==> config.mk <==
export PLATFORM = sky130hd
export DESIGN_NAME = shift_operand_stage
export DESIGN_NICKNAME = d
export VERILOG_FILES = /design/src/rtl/shift_operand_stage_pkg.sv /design/src/rtl/shift_operand_stage_decode.sv /design/src/rtl/shift_operand_stage.sv
export SDC_FILE = /design/constraint.sdc
export NUM_CORES = 1
export LEC_CHECK = 0
export CAP_MARGIN = 10
export CORE_UTILIZATION = 50
export DETAILED_ROUTE_END_ITERATION = 12
export GPL_TIMING_DRIVEN = 0
export PLACE_DENSITY = 0.8
export SLEW_MARGIN = 5
export SYNTH_ARGS = -nofsm -noshare
export SYNTH_HDL_FRONTEND = slang
export SYNTH_SLANG_ARGS = --single-unit
==> constraint.sdc <==
create_clock -name clk -period 3 [get_ports clk]
set_input_delay 0.45 -clock clk [delete_from_list [all_inputs] [get_ports clk]]
set_output_delay 0.45 -clock clk [all_outputs]
set_load 0.05 [all_outputs]
==> src/rtl/shift_operand_stage_pkg.sv <==
// rtl/shift_operand_stage_pkg.sv - shared constants and entry type for the shift operand stage
package shift_operand_stage_pkg;

    localparam int W_DATA  = 32;
    localparam int W_SHAMT = 5;

    localparam logic [1:0] SH_LSL = 2'b00;
    localparam logic [1:0] SH_LSR = 2'b01;
    localparam logic [1:0] SH_ASR = 2'b10;
    localparam logic [1:0] SH_ROR = 2'b11;

    // shift_field layout: {imm shamt[7:3], sh[2:1], reg_sel[0]}
    localparam int SF_REG_BIT = 0;
    localparam int SF_SH_LSB  = 1;
    localparam int SF_SH_MSB  = 2;
    localparam int SF_AMT_LSB = 3;
    localparam int SF_AMT_MSB = 7;

    typedef struct packed {
        logic [W_DATA-1:0]  operand;
        logic [W_SHAMT-1:0] shamt;
        logic [1:0]         control;
    } shift_op_t;

endpackage

==> src/rtl/shift_operand_stage_decode.sv <==
// rtl/shift_operand_stage_decode.sv - resolves the shift field into shifter operand, amount and control
module shift_field_decode
    import shift_operand_stage_pkg::*;
#(
    parameter int W    = 32,
    parameter int RS_W = 8
) (
    input  logic [7:0]         shift_field,
    input  logic [W-1:0]       rm_data,
    input  logic [RS_W-1:0]    rs_data,
    output logic [W-1:0]       inp_shifter,
    output logic [W_SHAMT-1:0] shamt,
    output logic [1:0]         control
);

    logic                 reg_sel;
    logic [1:0]           sh;
    logic [W_SHAMT-1:0]   imm_amt;
    logic                 rs_zero;
    logic                 rs_big;

    assign reg_sel = shift_field[SF_REG_BIT];
    assign sh      = shift_field[SF_SH_MSB:SF_SH_LSB];
    assign imm_amt = shift_field[SF_AMT_MSB:SF_AMT_LSB];
    assign rs_zero = (rs_data == '0);
    assign rs_big  = (rs_data > RS_W'(31));

    always_comb begin
        inp_shifter = rm_data;
        shamt       = imm_amt;
        control     = sh;
        if (!reg_sel) begin
            // #0 encodes #32 for LSR/ASR; ROR #0 (RRX) degrades to a plain pass-through
            if (imm_amt == '0) begin
                if (sh == SH_LSR) begin
                    inp_shifter = '0;
                    control     = SH_LSL;
                end else if (sh == SH_ASR) begin
                    shamt = 5'd31;
                end
            end
        end else begin
            shamt = rs_data[W_SHAMT-1:0];
            if (rs_zero) begin
                shamt   = '0;
                control = SH_LSL;
            end else if (rs_big) begin
                case (sh)
                    SH_LSL, SH_LSR: begin
                        inp_shifter = '0;
                        shamt       = '0;
                        control     = SH_LSL;
                    end
                    SH_ASR:  shamt = 5'd31;
                    default: shamt = rs_data[W_SHAMT-1:0];
                endcase
            end
        end
    end

endmodule

==> src/rtl/shift_operand_stage.sv <==
// rtl/shift_operand_stage.sv - two-entry skid buffer feeding resolved operands to the shifter
module shift_operand_stage
    import shift_operand_stage_pkg::*;
#(
    parameter int W    = 32,
    parameter int RS_W = 8
) (
    input  logic               clk,
    input  logic               reset,
    input  logic               in_valid,
    output logic               in_ready,
    input  logic [7:0]         shift_field,
    input  logic [W-1:0]       rm_data,
    input  logic [RS_W-1:0]    rs_data,
    output logic               out_valid,
    input  logic               out_ready,
    output logic [W-1:0]       inp_shifter,
    output logic [W_SHAMT-1:0] shamt,
    output logic [1:0]         control
);

    shift_op_t   dec;
    shift_op_t   slot0;
    shift_op_t   slot1;
    logic [1:0]  count;
    logic [1:0]  count_next;
    logic        push;
    logic        pop;

    shift_field_decode #(
        .W    (W),
        .RS_W (RS_W)
    ) u_decode (
        .shift_field (shift_field),
        .rm_data     (rm_data),
        .rs_data     (rs_data),
        .inp_shifter (dec.operand),
        .shamt       (dec.shamt),
        .control     (dec.control)
    );

    assign push = in_valid && in_ready;
    assign pop  = out_valid && out_ready;

    always_comb begin
        count_next = count;
        if (push && !pop) begin
            count_next = count + 2'd1;
        end else if (pop && !push) begin
            count_next = count - 2'd1;
        end
    end

    // slot0 is always the head; slot1 shifts down on a pop
    always_ff @(posedge clk) begin
        if (reset) begin
            count    <= 2'd0;
            in_ready <= 1'b1;
            slot0    <= '0;
            slot1    <= '0;
        end else begin
            count    <= count_next;
            in_ready <= (count_next < 2'd2);
            if (push && pop) begin
                slot0 <= dec;
            end else if (push) begin
                if (count == 2'd0) begin
                    slot0 <= dec;
                end else begin
                    slot1 <= dec;
                end
            end else if (pop) begin
                slot0 <= slot1;
                slot1 <= '0;
            end
        end
    end

    assign out_valid   = (count != 2'd0);
    assign inp_shifter = out_valid ? slot0.operand : '0;
    assign shamt       = out_valid ? slot0.shamt   : '0;
    assign control     = out_valid ? slot0.control : '0;

endmodule
Word-level counts from Yosys, hierarchy flattened --
Cells that the tools add are included.
Storage, ports and cells: bits in registers 81, bits of input ports 52, output and inout bits 41, logic and storage cells 65
Cells by class: add/sub/neg operators 2, magnitude comparators 2, equality and inequality tests 4, mux-type cells 31, bitwise operators 1, reduce and logical (&&, ||, !) cells 17
Operator list (number):
- $mux 39 | 7
- $mux 32 | 7
- $mux 5 | 7
- $mux 2 | 9
- $pmux 5 s2 | 1
- $gt 8x5->1 const B | 1
- $logic_not 8->1 | 1
- $logic_and 1x1->1 | 5
- $logic_not 5->1 | 1
- $logic_not 2->1 | 2
- $reduce_bool 2->1 | 2
- $ne 3x1->1 const B | 1
- $reduce_and 3->1 | 1
- $reduce_bool 3->1 | 1
- $add 2x1->2 const B | 1
- $eq 2x1->1 const B | 1
- $eq 2x2->1 const B | 1
- $logic_not 1->1 | 2
- $lt 2x2->1 const B | 1
- $ne 2x2->1 const B | 1
- $reduce_and 2->1 | 1
- $reduce_or 2->1 | 1
- $sub 2x1->2 const B | 1
- $not 1->1 | 1

Depth between registers and ports, before layout --
Gate-level depths: netlist of the first run.
depth in word-level cells 9, gate-level depth with buffers 13, gate-level depth less buffers 11

By module --
A second synthesis of the first run with hierarchy kept.
Second synthesis, totals: cells, all modules 541, area, all modules 4225.3 sq um
Modules (own cells, without submodules):
- shift_operand_stage | times used 1, cells each 473, area an instance 3708.6 sq um, sequential area each 1621.6 sq um
- shift_field_decode | times used 1, cells each 68, area an instance 516.7 sq um, sequential area each 0.0 sq um

Least setup slack after synthesis of the first run --
Ideal clock, no wire load.
path kind register to register, start reg count[0], end reg slot1[14] (netlist name), setup time 117 ps, data arrival time 2414 ps, required time 2883 ps, setup slack 469 ps, stages on the path, launching flop included 12, buffers on the path 2, period minus slack after synthesis 2531 ps, path through dfxtp_1 > inv_1 > ha_1 > buf_4 > inv_1 > nand2_1 > ha_1 > nor2_1 > a21boi_0 > nor2_2 > clkbuf_1 > a22o_1
Between the ends: longest elaborated chain between the ends 5, elaborated cells on any way between the ends 8, classes of those cells eq/ne (1); bitwise (1); reduce/logical (6)
Ends and longest elaborated chain:
- start, declared | line shift_operand_stage.sv:25 | logic [1:0] count;
- start signal, assigned | line shift_operand_stage.sv:62 | count <= count_next;
- $reduce_bool 2->1 * | line shift_operand_stage.sv:79 | assign out_valid = (count != 2'd0);
- via out_valid | line shift_operand_stage.sv:15 | output logic out_valid,
- $logic_and 1x1->1 * | line shift_operand_stage.sv:43 | assign pop = out_valid && out_ready;
- $logic_and 1x1->1 | line shift_operand_stage.sv:64 | if (push && pop) begin
- $not 1->1 (no source line)
- $reduce_and 3->1 (no source line) *
- end signal, assigned | line shift_operand_stage.sv:60 | slot1 <= '0;
- end signal, assigned | line shift_operand_stage.sv:70 | slot1 <= dec;
- end signal, assigned | line shift_operand_stage.sv:74 | slot1 <= '0;
- end, declared | line shift_operand_stage.sv:24 | shift_op_t slot1;
Mark *: on every way through the listed nets, which the timed path passes. The rest lies on a longest branch. A chain may end at the register's enable or synchronous reset.

Worst setup path after layout of the first run --
start reg count[0], end out inp_shifter[8]
Between the ends: longest elaborated chain between the ends 2
Ends and longest elaborated chain:
- $reduce_bool 2->1 | line shift_operand_stage.sv:79
- $mux 32 | line shift_operand_stage.sv:80 | assign inp_shifter = out_valid ? slot0.operand : '0;
- end, declared | line shift_operand_stage.sv:17 | output logic [W-1:0] inp_shifter,
Every way passes these cells.

==> results.md, run 1 <==
- CP delay by family, top: buffers and inverters
- Worst path max stage delay: 0.82 ns
- Final GP Congestion: 0.886
- # setup viols final: 0
- Pleak: 1.91 nW
- Slew at the pin closest to its max-slew limit: 0.780 ns
- Global-route wire length before repair: 16900 um
- Routed wire length: 9900 um
- Via Count: 3356
- Net Count, Synth: 438
- Clock tree buffer depth: 2
- Final hold vios: 0
- Max IR drop VDD: 0.000365 V
- Starting Density: 52.4%
- CTS sink count: 81
- Post-DRT Antenna Nets: 0
- Postcts setup bufs: 0
- Row cnt: 31
- Final Slew Violations: 0
- All-layer global routing usage: 25.8%
- WL/cell: 16.9 um
- Pwr dens: 738 mW/mm2
- Largest net degree at the start of global routing: 19
- Worst Path Buf+Inv: 4
- Core box area: 0.00737 mm2
- Die ar.: 0.00807 mm2
- Worst EP arrival: 2.41 ns
- Layout net count: 539
- Die height: 89.9 um
- DIE WIDTH: 89.9 um
- CTS tree: built
- Vias per inst: 5.73
- Clk slew on worst S/H paths: 0.08 ns
- Worst setup SP type: flip-flop
- # diodes: 0
- Port Buffer Count: 91
- Filler cells: 581
- Ratio of cells with drive above 1 in the final layout: 22.0%
- DPL Wire Length: 7000 um
- Total power: 3.77 mW
- Rel. slew slack: 48.0%
- Yosys reg bits: 81
- Setup Skew: 0.00840 ns
- Sequential share of the synthesized area: 42.0%
- Crit end category: output pin
- Root buffer cell: clkbuf_8
- Unrepaired setup endpoints after global routing: false
- Period minus WS final: 2.86 ns
- 1st-iter DRT viols: 164
- Worst Path Required: 2.55 ns
- Worst-Skew Late Latency: 0.35 ns
- Max cap viols: 0
- # DRC: 0
- H-tree Lvls: 3
- Period utilisation layout: 95.2%
- Mean Syn Cell Area: 10.1 um2
- Main synth FF type: dfxtp_1
- Critical-path cell list: inv_1, ha_1, buf_4, clkbuf_1, nor2b_1, clkdlybuf4s50_1
- Mapped Area: 0.00386 mm2
- CP max-delay cell: clkdlybuf4s50_1
- Vias in the first global route: 3509
- Top Ports: 93
- Initial antenna violation count: 0
- Setup_tns: 0 ns
- DR pass1 iterations: 5
- Max frequency: 350 MHz
- Hold Crit Class: reg -> reg
- Area grow syn2layout: 32.4%
- Grt ovf: 0
- Crit path kind: reg -> out
- Ys async rst share: 0%
- Number of synthesized flops with an enable pin: 0
- Library cells used by synthesis: 45
- CTS Buf Count: 9
- Status: completed
- Cell count after synthesis: 381
- Yosys warns: 0
- Crit path max fanout: 18
-- registers in the layout (all words and copies together), names as in the netlist --
signal,cells
count,2
in_ready,1
slot0,39
slot1,39
-- final cells by class --
class / count / area, um2 / area share, %
repair buffers: 91 / 915 / 17.9
flip-flops and latches: 81 / 1620 / 31.7
well taps: 99 / 124 / 2.42
plain buffers: 31 / 169 / 3.31
inverters: 7 / 26.3 / 0.514
multi-input cells: 261 / 2040 / 40.0
clock buffers: 11 / 131 / 2.57
clock inverters: 5 / 80.1 / 1.57
-- tightest hold or removal path, cell delays in order (launching register included) --
cell and delay, ns:
dfxtp_1 0.33, nand2_1 0.05, o21ai_0 0.06
-- metrics by stage --
step                      hold slack, ns  worst slack [ns]  cells  cell area [um2]  utilization [%]
after floorplan                    0.425             0.469    381             3860                -
after global placement             0.436             0.146    571             4890             66.4
after detailed placement           0.453            0.0984    571             4890             66.4
after CTS                          0.471            0.0836    586             5100             69.2
after global routing               0.510           0.00689    586             5110             69.3
final                              0.470             0.145    586             5110             69.3
-- final timing paths --
path,end,from,cells after the start,slack [ns]
max,inp_shifter[8],count[0]$_SDFFE_PP0P_,6,0.14
min,slot1[4]$_SDFFE_PP0P_,slot1[4]$_SDFFE_PP0P_,2,0.47
max reg2reg,slot0[25]$_SDFFE_PP0P_,count[0]$_SDFFE_PP0P_,11,0.30
min reg2reg,slot1[4]$_SDFFE_PP0P_,slot1[4]$_SDFFE_PP0P_,2,0.47
-- kinds of logic (layout without fill, tap and decap cells) --
group	count (synthesis)	count (layout)	share of synthesized area [%]
AOI/OAI and AO/OA	105	105	27.4
DFF	81	81	42.0
buffers and inverters	39	145	5.06
and+or+nand+nor	150	150	23.7
muxes	1	1	0.292
adders and majority gates	5	5	1.62
-- synthesized netlist by cell type (3+ instances only) --
master / count / share of area (%)
a21oi_1: 10 / 1.3
o221ai_1: 3 / 0.68
nor2b_1: 40 / 6.5
nor3_2: 30 / 7.8
dfxtp_1: 81 / 42
nor2_1: 46 / 4.5
a221oi_1: 3 / 0.68
clkbuf_1: 15 / 1.5
inv_1: 6 / 0.58
buf_2: 9 / 1.2
ha_1: 5 / 1.6
a221oi_2: 30 / 12
nor3_1: 5 / 0.65
nand2_1: 14 / 1.4
o22ai_1: 4 / 0.65
a22o_1: 32 / 7.3
a211oi_2: 3 / 0.97
o31ai_1: 3 / 0.58
buf_6: 4 / 1.2
o21ai_0: 7 / 0.91
-- report_power, final --
group	switching (mW)	leakage [nW]	internal, mW
registers	0.0870	0.662	1.25
logic	0.988	1.15	0.580
clock network	0.396	0.0995	0.468
-- routing by layer --
metal	routed length (um)	track usage, %	vias up
met5	0	0	-
met4	105	9.27	0
met3	584	3.98	11
met2	4730	42.9	127
met1	4470	33.9	1608
li1	-	-	1610
-- cells in the final DEF, fill, tap and decap left out, types with 2 or more instances in the layout --
cell type        count
nor2_2               2
clkinvlp_4           2
a211oi_2             3
nand2_1             14
a21oi_1             10
dfxtp_1             81
clkbuf_8             9
nor2b_1             40
o221ai_1             3
nor2_1              46
nand4_1              2
o22ai_1              4
a221oi_1             3
o31ai_1              3
clkbuf_2             3
inv_1                6
a221oi_2            30
clkbuf_1            13
clkdlybuf4s50_1     88
buf_1                2
buf_6                4
buf_4                2
dlymetal6s2s_1       2
ha_1                 5
buf_2                9
nor3_1               5
nor3b_1              2
a211oi_1             2
o21ai_0              7
nor3_2              30
a22o_1              32
bufinv_16            2
-- what timing repair did --
| action | CTS | global route |
|---|---|---|
| setup endpoints to repair | 10 | 33 |
| gates resized for setup | 2 | 7 |
| hold endpoints to repair | 0 | 0 |
| hold buffers | 0 | 0 |
Note: power is estimated with default switching activity, not from simulation.
==> run 2, diff against run 1 <==
Settings changed: GPL_TIMING_DRIVEN 0 to 1, SLEW_MARGIN 5 to 20.
==> run 2 against run 1 <==
Critical path depth shrank 1. Maximum frequency up 7.6%. Clock-buffer cell count is the same. Cell area shrank 0.17%. Worst setup slack improved by 0.20 ns. Register-to-register slack gained 0.11 ns. Die area did not move. Critical endpoint is now inp_shifter[15].
==> results.md, run 2 (synthesis results as in run 1) <==
- Row cnt: 31
- H-tree Lvls: 3
- Top Ports: 93
- Gate power share: 40.6%
- CTS sink count: 81
- Worst Path Buf+Inv: 3
- Worst setup margin: 0.347 ns
- Setup_tns: 0 ns
- Internal power: 2.36 mW
- Die height: 89.9 um
- # setup viols final: 0
- Critical-path cell list: inv_1, ha_2, buf_4, nor2b_1, clkdlybuf4s50_1
- Rel. slew slack: 40.1%
- Vias in the first global route: 3332
- Clock tree buffer depth: 2
- Initial antenna violation count: 0
- Unrepaired setup endpoints after global routing: false
- Crit path max fanout: 24
- Clk slew on worst S/H paths: 0.08 ns
- Commonest non-fill, non-tap cell in the layout: clkdlybuf4s50_1
- Place WS: 0.0883 ns
- Hold Crit Class: in -> reg
- Final GP Congestion: 0.817
- Global-route wire length before repair: 15900 um
- Worst path max stage delay: 0.83 ns
- Design Area, Final: 0.00510 mm2
- Flop pwr share: 35.1%
- DR pass1 iterations: 4
- Period utilisation layout: 88.4%
- Post-DRT Antenna Nets: 0
- Grt ovf: 0
- Final hold vios: 0
- Crit path kind: reg -> out
- Starting Density: 52.4%
- Net Sw Frac: 38.2%
- Area grow syn2layout: 32.2%
- CTS hold repair buffers: 0
- Placed instance area: 0.00486 mm2
- Vias per inst: 5.77
- Ratio of cells with drive above 1 in the final layout: 22.6%
- Clock power share: 24.3%
- Layout net count: 521
- # DRC: 0
- Final Slew Violations: 0
- Slew at the pin closest to its max-slew limit: 0.896 ns
- All-layer global routing usage: 24.4%
- Worst EP arrival: 2.20 ns
- Largest net degree at the start of global routing: 44
- WL/cell: 16.7 um
- Postcts setup bufs: 0
- Area occupied by registers: 0.00162 mm2
- # diodes: 0
- Status: completed
- Root buffer cell: clkbuf_8
- Routed wire length: 9500 um
- Pleak: 1.86 nW
- Setup Skew: 0.0130 ns
- Max IR drop VDD: 0.000372 V
- CTS Buf Count: 9
- Leading cell types in the layout, fill and taps excluded: 91 x clkdlybuf4s50_1, 81 x dfxtp_1, 46 x nor2_1
- Period minus WS final: 2.65 ns
- CP max-delay cell: clkdlybuf4s50_1
- Port Buffer Count: 92
- Worst Path Required: 2.55 ns
- Core box area: 0.00737 mm2
- CP delay by family, top: buffers and inverters
- Filler cells: 583
- Max frequency: 377 MHz
- Via Count: 3276
- Max cap viols: 0
- Multi-input gate area: 0.00206 mm2
- 1st-iter DRT viols: 154
- Post-CTS sizing: 0
- CTS tree: built
- Die ar.: 0.00807 mm2
- Largest regs: slot0 x39, slot1 x39, count x2
- Net Sw Power: 1.46 mW
- Pwr dens: 750 mW/mm2
- DIE WIDTH: 89.9 um
- DPL Wire Length: 6250 um
- Crit end category: output pin
- Worst-Skew Late Latency: 0.35 ns
- Worst setup SP type: flip-flop
## run 2: path summary, 6_finish.rpt
| path | startpoint | to | slack [ns] | cells after the start |
|---|---|---|---|---|
| hold / removal | reset | count[0]$_SDFFE_PP0P_ | 0.41 | 2 |
| setup reg to reg | count[1]$_SDFF_PP0_ | slot0[8]$_SDFFE_PP0P_ | 0.41 | 11 |
| hold reg to reg | slot1[3]$_SDFFE_PP0P_ | slot1[3]$_SDFFE_PP0P_ | 0.47 | 2 |
| setup / recovery | count[1]$_SDFF_PP0_ | inp_shifter[15] | 0.35 | 5 |
## run 2: stage by stage
stage / utilization [%] / power (mW) / hold WS [ns] / std cells
after detailed placement: 66.0 / 2.92 / 0.447 / 552
after CTS: 69.2 / 3.85 / 0.397 / 568
final: 69.2 / 3.83 / 0.412 / 568
after floorplan: - / 2.47 / 0.425 / 381
after global placement: 66.0 / 2.89 / 0.436 / 552
after global routing: 69.2 / 4.03 / 0.420 / 568
## run 2: power by group through the flow
stage | Sequential (mW) | Combinational [mW] | Clock (mW)
after global routing | 1.36 | 1.68 | 0.990
after CTS | 1.34 | 1.57 | 0.941
after detailed placement | 1.36 | 1.56 | 0
after global placement | 1.36 | 1.53 | 0
final | 1.34 | 1.55 | 0.929
after floorplan | 1.34 | 1.13 | 0
## run 2: worst reg2reg max path, stage by stage, from the launching register on
cell and delay, ns:
dfxtp_1 0.36, inv_1 0.05, ha_2 0.18, inv_1 0.07, nand2_1 0.10, inv_1 0.17, ha_1 0.24, nor2_4 0.07
a21oi_4 0.68, buf_4 0.37, a221oi_2 0.09, nor3_2 0.14
## run 2: layout make-up
class / count / share of cell area [%]
timing repair buffer: 104 / 20.2
inverter: 7 / 0.515
tap: 99 / 2.43
clock buffer: 11 / 2.97
multi-input combinational: 261 / 40.4
sequential: 81 / 31.8
clock inverter: 5 / 1.67
## run 2: per-layer routing
| layer | track usage [%] | share of wire (%) | wire length, um | vias to the layer above |
|---|---|---|---|---|
| li1 | - | - | - | 1566 |
| met1 | 32.2 | 45 | 4290 | 1561 |
| met2 | 38.8 | 47 | 4420 | 127 |
| met3 | 4.06 | 6.0 | 571 | 22 |
| met4 | 11.6 | 2.3 | 216 | 0 |
| met5 | 0 | 0 | 0 | - |
==> run 3, diff against run 2 <==
Settings changed: MAX_ROUTING_LAYER set to met4.
==> run 3 against run 2 <==
Non-clock buffer count unchanged. Sequential power about the same. First-iteration DRC count grew 1.9%. Largest power group unchanged. Critical endpoint unchanged. Cell count unchanged. Highest routed layer unchanged. Flip-flop and latch count unchanged. Critical path type unchanged. Die area is the same. Sequential share of layout area stayed put. Via count up 0.12%. Worst setup slack better by 0.0027 ns.
==> results.md, run 3 (synthesis results as in run 1) <==
- Hold Crit Class: in -> reg
- Max cap viols: 0
- Max frequency: 377 MHz
- Flop pwr share: 35.0%
- DIE WIDTH: 89.9 um
- Setup_tns: 0 ns
- Starting Density: 52.4%
- Final Slew Violations: 0
- Unrepaired setup endpoints after global routing: false
- Routed wire length: 9540 um
- Crit end category: output pin
- Leading cell types in the layout, fill and taps excluded: 91 x clkdlybuf4s50_1, 81 x dfxtp_1, 46 x nor2_1
- Net Sw Power: 1.47 mW
- Worst path max stage delay: 0.83 ns
- Internal power: 2.36 mW
- All-layer global routing usage: 25.1%
- Filler cells: 583
- Via Count: 3280
- Worst Path Required: 2.55 ns
- H-tree Lvls: 3
- WHS Path Cells: 2
- Clock tree buffer depth: 2
- Period minus WS final: 2.65 ns
- Max IR drop VDD: 0.000373 V
- # diodes: 0
- Setup Skew: 0.0165 ns
- Root buffer cell: clkbuf_8
- Post-DRT Antenna Nets: 0
- Slew at the pin closest to its max-slew limit: 0.912 ns
- Die height: 89.9 um
- Top Ports: 93
- Initial antenna violation count: 0
- CTS sink count: 81
- Worst setup margin: 0.350 ns
- Hold Slack: 0.408 ns
- WL/cell: 16.8 um
- Clock power share: 24.3%
- Global-route wire length before repair: 15900 um
- Worst-Skew Late Latency: 0.36 ns
- Pleak: 1.86 nW
- Crit. path cell count: 5
- Port Buffer Count: 92
- Final hold vios: 0
- # DRC: 0
- Commonest non-fill, non-tap cell in the layout: clkdlybuf4s50_1
- Vias in the first global route: 3334
- Row cnt: 31
- Design Area, Final: 0.00510 mm2
- Critical-path cell list: inv_1, ha_2, buf_4, nor2b_1, clkdlybuf4s50_1
- Worst-case reg-to-reg path depth: 11
- Worst setup SP type: flip-flop
- Largest regs: slot0 x39, slot1 x39, count x2
- CTS Buf Count: 9
- Ratio of cells with drive above 1 in the final layout: 22.6%
- Worst EP arrival: 2.20 ns
- CTS tree: built
- Vias per inst: 5.77
- Layout net count: 521
- Area grow syn2layout: 32.2%
- DPL Wire Length: 6250 um
- Worst Path Buf+Inv: 3
- Postcts setup bufs: 0
- Status: completed
- Final Util: 69.2%
- CP delay by family, top: buffers and inverters
- Crit path kind: reg -> out
- Clk slew on worst S/H paths: 0.09 ns
- Core box area: 0.00737 mm2
- Rel. slew slack: 39.0%
- Final GP Congestion: 0.829
- Net Sw Frac: 38.3%
- Place WS: 0.0883 ns
- Die ar.: 0.00807 mm2
- Largest net degree at the start of global routing: 44
- Post-CTS sizing: 0
- Grt ovf: 0
- Gate power share: 40.7%
- 1st-iter DRT viols: 157
- DR pass1 iterations: 4
- Placed instance area: 0.00486 mm2
- CP max-delay cell: clkdlybuf4s50_1
- Period utilisation layout: 88.3%
- Crit path max fanout: 24
- CTS hold repair buffers: 0
- Pwr dens: 752 mW/mm2
- # setup viols final: 0
[run 3: cell counts in the layout (fill, tap and decap cells not counted)]
Identical to the previous run, type by type.
[run 3: path summary, 6_finish.rpt]
check                             start                     end  slack, ns
hold reg to reg   slot1[3]$_SDFFE_PP0P_   slot1[3]$_SDFFE_PP0P_       0.47
hold / removal                    reset   count[0]$_SDFFE_PP0P_       0.41
setup / recovery    count[1]$_SDFF_PP0_         inp_shifter[15]       0.35
setup reg to reg    count[1]$_SDFF_PP0_  slot0[13]$_SDFFE_PP0P_       0.39
[run 3: routing by layer]
metal,wire length [um],part of all wire (%),vias to the layer above,GRT usage (%)
met5,0,0,-,-
met4,194,2.0,0,11.6
met3,540,5.7,22,3.72
li1,-,-,1572,-
met2,4420,46,123,38.7
met1,4390,46,1563,32.6
[run 3: final cells by class]
| class | instances | area, um2 | area share, % |
|---|---|---|---|
| inverter | 7 | 26.3 | 0.515 |
| clock inverter | 5 | 85.1 | 1.67 |
| clock buffer | 11 | 151 | 2.97 |
| tap | 99 | 124 | 2.43 |
| sequential | 81 | 1620 | 31.8 |
| timing repair buffer | 104 | 1030 | 20.2 |
| multi-input combinational | 261 | 2060 | 40.4 |
[run 3: power groups by stage]
stage | Combinational [mW] | Clock, mW | Sequential [mW]
2_1_floorplan | 1.13 | 0 | 1.34
3_3_place_gp | 1.53 | 0 | 1.36
3_5_place_dp | 1.56 | 0 | 1.36
4_1_cts | 1.57 | 0.941 | 1.34
5_1_grt | 1.68 | 0.991 | 1.36
6_report | 1.56 | 0.932 | 1.34
[run 3: metrics by stage]
stage / std cells / power (mW)
after global routing: 568 / 4.03
after floorplan: 381 / 2.47
final: 568 / 3.83
after global placement: 552 / 2.89
after detailed placement: 552 / 2.92
after CTS: 568 / 3.85
